==> src/rtl/dmem_responder.sv <==
// dmem_responder: multi-cycle data-memory responder for the pipeline MEM stage.
// Accepts one load/store at a time, holds it for WAIT_STATES extra cycles,
// commits it to the internal array, then pulses rsp_valid for one cycle.
// stall holds the pipeline from acceptance until the response cycle.
module dmem_responder #(
  parameter int DATA_W      = 16,
  parameter int ADDR_W      = 6,
  parameter int WAIT_STATES = 2
) (
  input  logic              clk,
  input  logic              rst_n,
  input  logic              req_valid,
  input  logic              req_write,
  input  logic [15:0]       req_addr,
  input  logic [DATA_W-1:0] req_wdata,
  output logic              req_ready,
  output logic              rsp_valid,
  output logic [DATA_W-1:0] rsp_rdata,
  output logic              rsp_err,
  output logic              stall
);

  localparam logic [1:0] IDLE = 2'd0;
  localparam logic [1:0] WAIT = 2'd1;
  localparam logic [1:0] RESP = 2'd2;

  logic [1:0]        state_r;
  logic [3:0]        cnt_r;
  logic              write_r;
  logic [15:0]       addr_r;
  logic [DATA_W-1:0] wdata_r;
  logic [DATA_W-1:0] mem_r [2**ADDR_W];

  logic              commit_s;
  logic              cmt_write_s;
  logic [15:0]       cmt_addr_s;
  logic [DATA_W-1:0] cmt_wdata_s;
  logic [ADDR_W-1:0] idx_s;
  logic              in_range_s;
  logic [DATA_W-1:0] rd_data_s;
  logic              mem_we_s;

  // Stall covers the accept cycle (combinational on req_valid) and all wait cycles.
  assign stall = (state_r == WAIT) | ((state_r == IDLE) & req_valid);

  // Commit decode: with zero wait states the live request commits on its accept edge,
  // otherwise the latched request commits on the last wait cycle.
  always_comb begin
    commit_s    = 1'b0;
    cmt_write_s = write_r;
    cmt_addr_s  = addr_r;
    cmt_wdata_s = wdata_r;
    case (state_r)
      IDLE: begin
        cmt_write_s = req_write;
        cmt_addr_s  = req_addr;
        cmt_wdata_s = req_wdata;
        commit_s    = req_valid & (WAIT_STATES == 0);
      end
      WAIT: begin
        commit_s = (cnt_r == 4'd0);
      end
      default: begin
        commit_s = 1'b0;
      end
    endcase
    idx_s      = cmt_addr_s[ADDR_W-1:0];
    in_range_s = (cmt_addr_s[15:ADDR_W] == {(16-ADDR_W){1'b0}});
    rd_data_s  = mem_r[idx_s];
    // Reset held low must never let a zero-wait store reach the array.
    mem_we_s   = commit_s & cmt_write_s & in_range_s & rst_n;
  end

  // Data array: not reset, written only by an in-range committed store.
  always_ff @(posedge clk) begin
    if (mem_we_s) begin
      mem_r[idx_s] <= cmt_wdata_s;
    end
  end

  // Control FSM, request latch and registered response outputs.
  always_ff @(posedge clk or negedge rst_n) begin
    if (!rst_n) begin
      state_r   <= IDLE;
      cnt_r     <= 4'd0;
      write_r   <= 1'b0;
      addr_r    <= 16'd0;
      wdata_r   <= {DATA_W{1'b0}};
      req_ready <= 1'b1;
      rsp_valid <= 1'b0;
      rsp_rdata <= {DATA_W{1'b0}};
      rsp_err   <= 1'b0;
    end else begin
      case (state_r)
        IDLE: begin
          if (req_valid) begin
            write_r   <= req_write;
            addr_r    <= req_addr;
            wdata_r   <= req_wdata;
            req_ready <= 1'b0;
            if (WAIT_STATES == 0) begin
              state_r   <= RESP;
              rsp_valid <= 1'b1;
            end else begin
              state_r <= WAIT;
              cnt_r   <= 4'(WAIT_STATES - 1);
            end
          end
        end
        WAIT: begin
          if (cnt_r == 4'd0) begin
            state_r   <= RESP;
            rsp_valid <= 1'b1;
          end else begin
            cnt_r <= cnt_r - 4'd1;
          end
        end
        RESP: begin
          state_r   <= IDLE;
          rsp_valid <= 1'b0;
          req_ready <= 1'b1;
        end
        default: begin
          state_r   <= IDLE;
          rsp_valid <= 1'b0;
          req_ready <= 1'b1;
        end
      endcase

      if (commit_s) begin
        if (!in_range_s) begin
          rsp_rdata <= {DATA_W{1'b0}};
          rsp_err   <= 1'b1;
        end else if (cmt_write_s) begin
          rsp_rdata <= {DATA_W{1'b0}};
          rsp_err   <= 1'b0;
        end else begin
          rsp_rdata <= rd_data_s;
          rsp_err   <= 1'b0;
        end
      end
    end
  end

endmodule

==> config.mk <==
export PLATFORM = sky130hd
export DESIGN_NAME = dmem_responder
export DESIGN_NICKNAME = d
export VERILOG_FILES = /design/src/rtl/dmem_responder.sv
export SDC_FILE = /design/constraint.sdc
export NUM_CORES = 1
export LEC_CHECK = 0
export ABC_AREA = 1
export CAP_MARGIN = 20
export CORE_MARGIN = 3
export CORE_UTILIZATION = 60
export DETAILED_ROUTE_END_ITERATION = 10
export PLACE_DENSITY = 0.77
export SYNTH_ARGS = -nofsm -noshare
export SYNTH_HDL_FRONTEND = slang
export SYNTH_SLANG_ARGS = --single-unit
==> constraint.sdc <==
create_clock -name clk -period 4.93 [get_ports clk]
set_clock_uncertainty 0.1 [all_clocks]
set_input_delay 0.7395 -clock clk [delete_from_list [all_inputs] [get_ports clk]]
set_output_delay 0.7395 -clock clk [all_outputs]
set_load 0.05 [all_outputs]
==> results by group <==
Place
  – PortBufs: 55
  – Place WS: 813 ps
  – Placer Congestion: 0.893
  – Final HPWL DP: 68.2 mm

Yosys
  – Post-synthesis sequential area ratio: 0.694
  – Post-synth EDFFs: 1024
  – Synth Instances: 4557
  – Synth async-reset ratio: 0.0536
  – Post-synth top flop: edfxtp_1
  – Post-synthesis register bit count: 1082
  – Syn. warnings: 0
  – Avg Inst Size Synth: 10.2 µm²
  – Synth area leader: edfxtp_1
  – Top cell type's share of synthesized area: 0.662
  – Yosys cell types: 33
  – Post-synthesis net count: 4594
  – Mapped Area: 0.0464 mm²
  – Synth area leaders: edfxtp_1 (66%), nand2_1 (16%), nand3_1 (4.2%), inv_1 (4.2%), dfrtp_1 (3.1%)

Route
  – Vias: 32600
  – Drt via density: 5.65
  – DRT antenna net count: 0
  – Routed wl met3: 14.0 mm
  – Uppermost layer routed: met4
  – DR WL/cell: 20.9 µm
  – Drt pass-1 iters: 6
  – WL final: 120 mm
  – Routed length on met1: 43.8 mm
  – DR iter-0 viols: 4073
  – Post-route DRC: 0
  – Met2 WL: 56.9 mm

Die
  – Row Count: 101
  – Placeable Area: 0.0763 mm²
  – Die X: 284 µm
  – DIE HEIGHT: 284 µm
  – Initial Util: 0.608
  – Die area: 0.0807 mm²
  – Ports: 56

STA
  – Final min period: 4270 ps
  – Unrepaired setup endpoints after global routing: no
  – # setup viols final: 0
  – Fmax: 0.234 GHz
  – Max Slew Vio Count: 0
  – Fin Setup TNS: 0 ps
  – Final Hold Fails: 0
  – Part of the cycle the worst path needs: 0.866
  – Slew @ Worst Pin: 1050 ps
  – Max_slew headroom: 0.299
  – Final worst slack: 661 ps

Hold path
  – Min-delay worst type: in2async

Critical path
  – Kind of critical path: reg2reg
  – Worst Setup End Kind: register
  – CP startpoint: state_r[1]
  – Internal reg-to-reg setup slack: 660 ps
  – Crit path required time: 5430 ps
  – Worst r2r src: state_r[1]
  – Startpoint types: register
  – Arrival time at the worst endpoint: 4770 ps
  – Crit Path Max Fanout: 62

Final layout
  – Fill cell count: 5397
  – Nets: 4687
  – Layout cell share with drive strength beyond 1: 0.0725
  – Area growth from synthesis to layout: 12.1%

Clock network
  – CTS tree: yes
  – Clk_lat worst skew: 670 ps
  – Hold_buf cts: 0
  – Clock Tree Buf Depth: 3
  – CTS Sinks: 1082
  – Setup repair bufs after CTS: 0
  – Post-CTS sizing: 0
  – H-tree levels: 3
  – CTS Buf Count: 105
  – CTS Root Cell: clkbuf_16
  – Clk slew on worst S/H paths: 60 ps

Global routing
  – First-pass GRT wire length: 184 mm
  – Pin count of the biggest net entering global routing: 129
  – Antenna violations before repair: 1
  – GRT Residual Overflow: 0
  – Vias in the first global route: 31800
  – Total global-route track usage: 0.299

Power
  – Leak Pwr: 22.2 nW
  – Maximum VDD drop: 0.462 mV
  – Pwr Density: 652 mW/mm²

Run
  – Max-Cap Viols: 0

Run status
  – Status: finished clean
synthesized netlist by cell type, types with 3 or more instances:
library cell,n
nand3_1,394
nand3b_1,23
a21oi_1,23
buf_4,14
buf_6,3
nand2_1,2009
inv_2,9
clkbuf_1,56
edfxtp_1,1024
o21ai_0,66
o21ai_1,40
buf_1,23
nand4_1,13
inv_1,516
nand2_2,4
nor2_1,135
nor3_4,5
dfrtp_1,57
buf_2,123
state kept, by name, summed over array words and instances, names as in the netlist:
name       count
write_r        1
cnt_r          4
rsp_valid      1
rsp_rdata     16
mem_r       1024
state_r        2
req_ready      1
wdata_r       16
rsp_err        1
addr_r        16
worst max-delay path, stage by stage (launching register included):
cell	delay [ps]
dfrtp_1	440
inv_2	60
nand2_2	460
nand2_4	570
nand2_8	630
buf_4	420
buf_4	250
nand2_1	70
nand3_1	90
nand2_1	60
o21ai_1	150
nand2_1	120
nor2_1	510
nand3_1	140
nand2_1	90
where the power goes:
| part | leakage (nW) | switching (W) | internal (W) |
|---|---|---|---|
| logic | 10.6 | 0.0108 | 0.00329 |
| registers | 10.0 | 0.000110 | 0.0120 |
| clock network | 1.60 | 0.00334 | 0.00437 |
per-layer routing:
layer	GRT usage	vias to the layer above
met3	0.0543	351
met2	0.478	1967
met5	0	-
met1	0.400	15400
met4	0.143	0
li1	-	14900
final timing paths:
path	endpoint	cells after the start
max	rsp_rdata[7]	14
min	addr_r[10]	2
max reg2reg	rsp_rdata[7]	14
min reg2reg	addr_r[13]	2
max in group asynchronous	rsp_rdata[6]	2
min in group clk	addr_r[13]	2
metrics by stage:
| stage | instance area [µm²] | utilization | cells | total power [W] | hold WS (ps) |
|---|---|---|---|---|---|
| 5_1_grt | 52000 | 0.682 | 5763 | 0.0356 | 261 |
| 3_5_place_dp | 48800 | 0.639 | 5572 | 0.0260 | 373 |
| 6_report | 52000 | 0.682 | 5765 | 0.0339 | 193 |
| 4_1_cts | 52000 | 0.682 | 5762 | 0.0337 | 204 |
| 3_3_place_gp | 48700 | 0.639 | 5571 | 0.0256 | 365 |
| 2_1_floorplan | 46400 | - | 4557 | 0.0210 | 344 |
kinds of logic after synthesis:
kind of cell	Yosys count	share of synthesized area
AOI/OAI and AO/OA	134	0.0151
adders and majority gates	1	0.000269
buffers and inverters	745	0.0652
DFF	1082	0.694
and+or+nand+nor	2595	0.226
cells in the final DEF, fill, tap and decap left out, drive strengths merged:
master         instances
a21oi                 23
and2                   2
buf                  151
bufinv                 7
clkbuf               140
clkdlybuf4s50         54
clkinv                40
dfrtp                 57
dfstp                  1
diode                  2
edfxtp              1024
ha                     1
inv                  529
nand2               2015
nand3                396
nand3b                23
nand4                 13
nor2                 138
nor3                   6
nor4                   2
o21a                   1
o21ai                109
o22ai                  1
final cells by class:
type                       count  area [µm²]  share of cell area
sequential                  1082       32200               0.619
multi-input combinational   2730       11500               0.220
clock buffer                 140        2820              0.0542
inverter                     526        1980              0.0380
timing repair buffer         205        1860              0.0357
tap                         1030        1290              0.0248
clock inverter                50         443             0.00851
antenna                        2        5.00           0.0000962
Note: power is estimated with default switching activity, not from simulation.
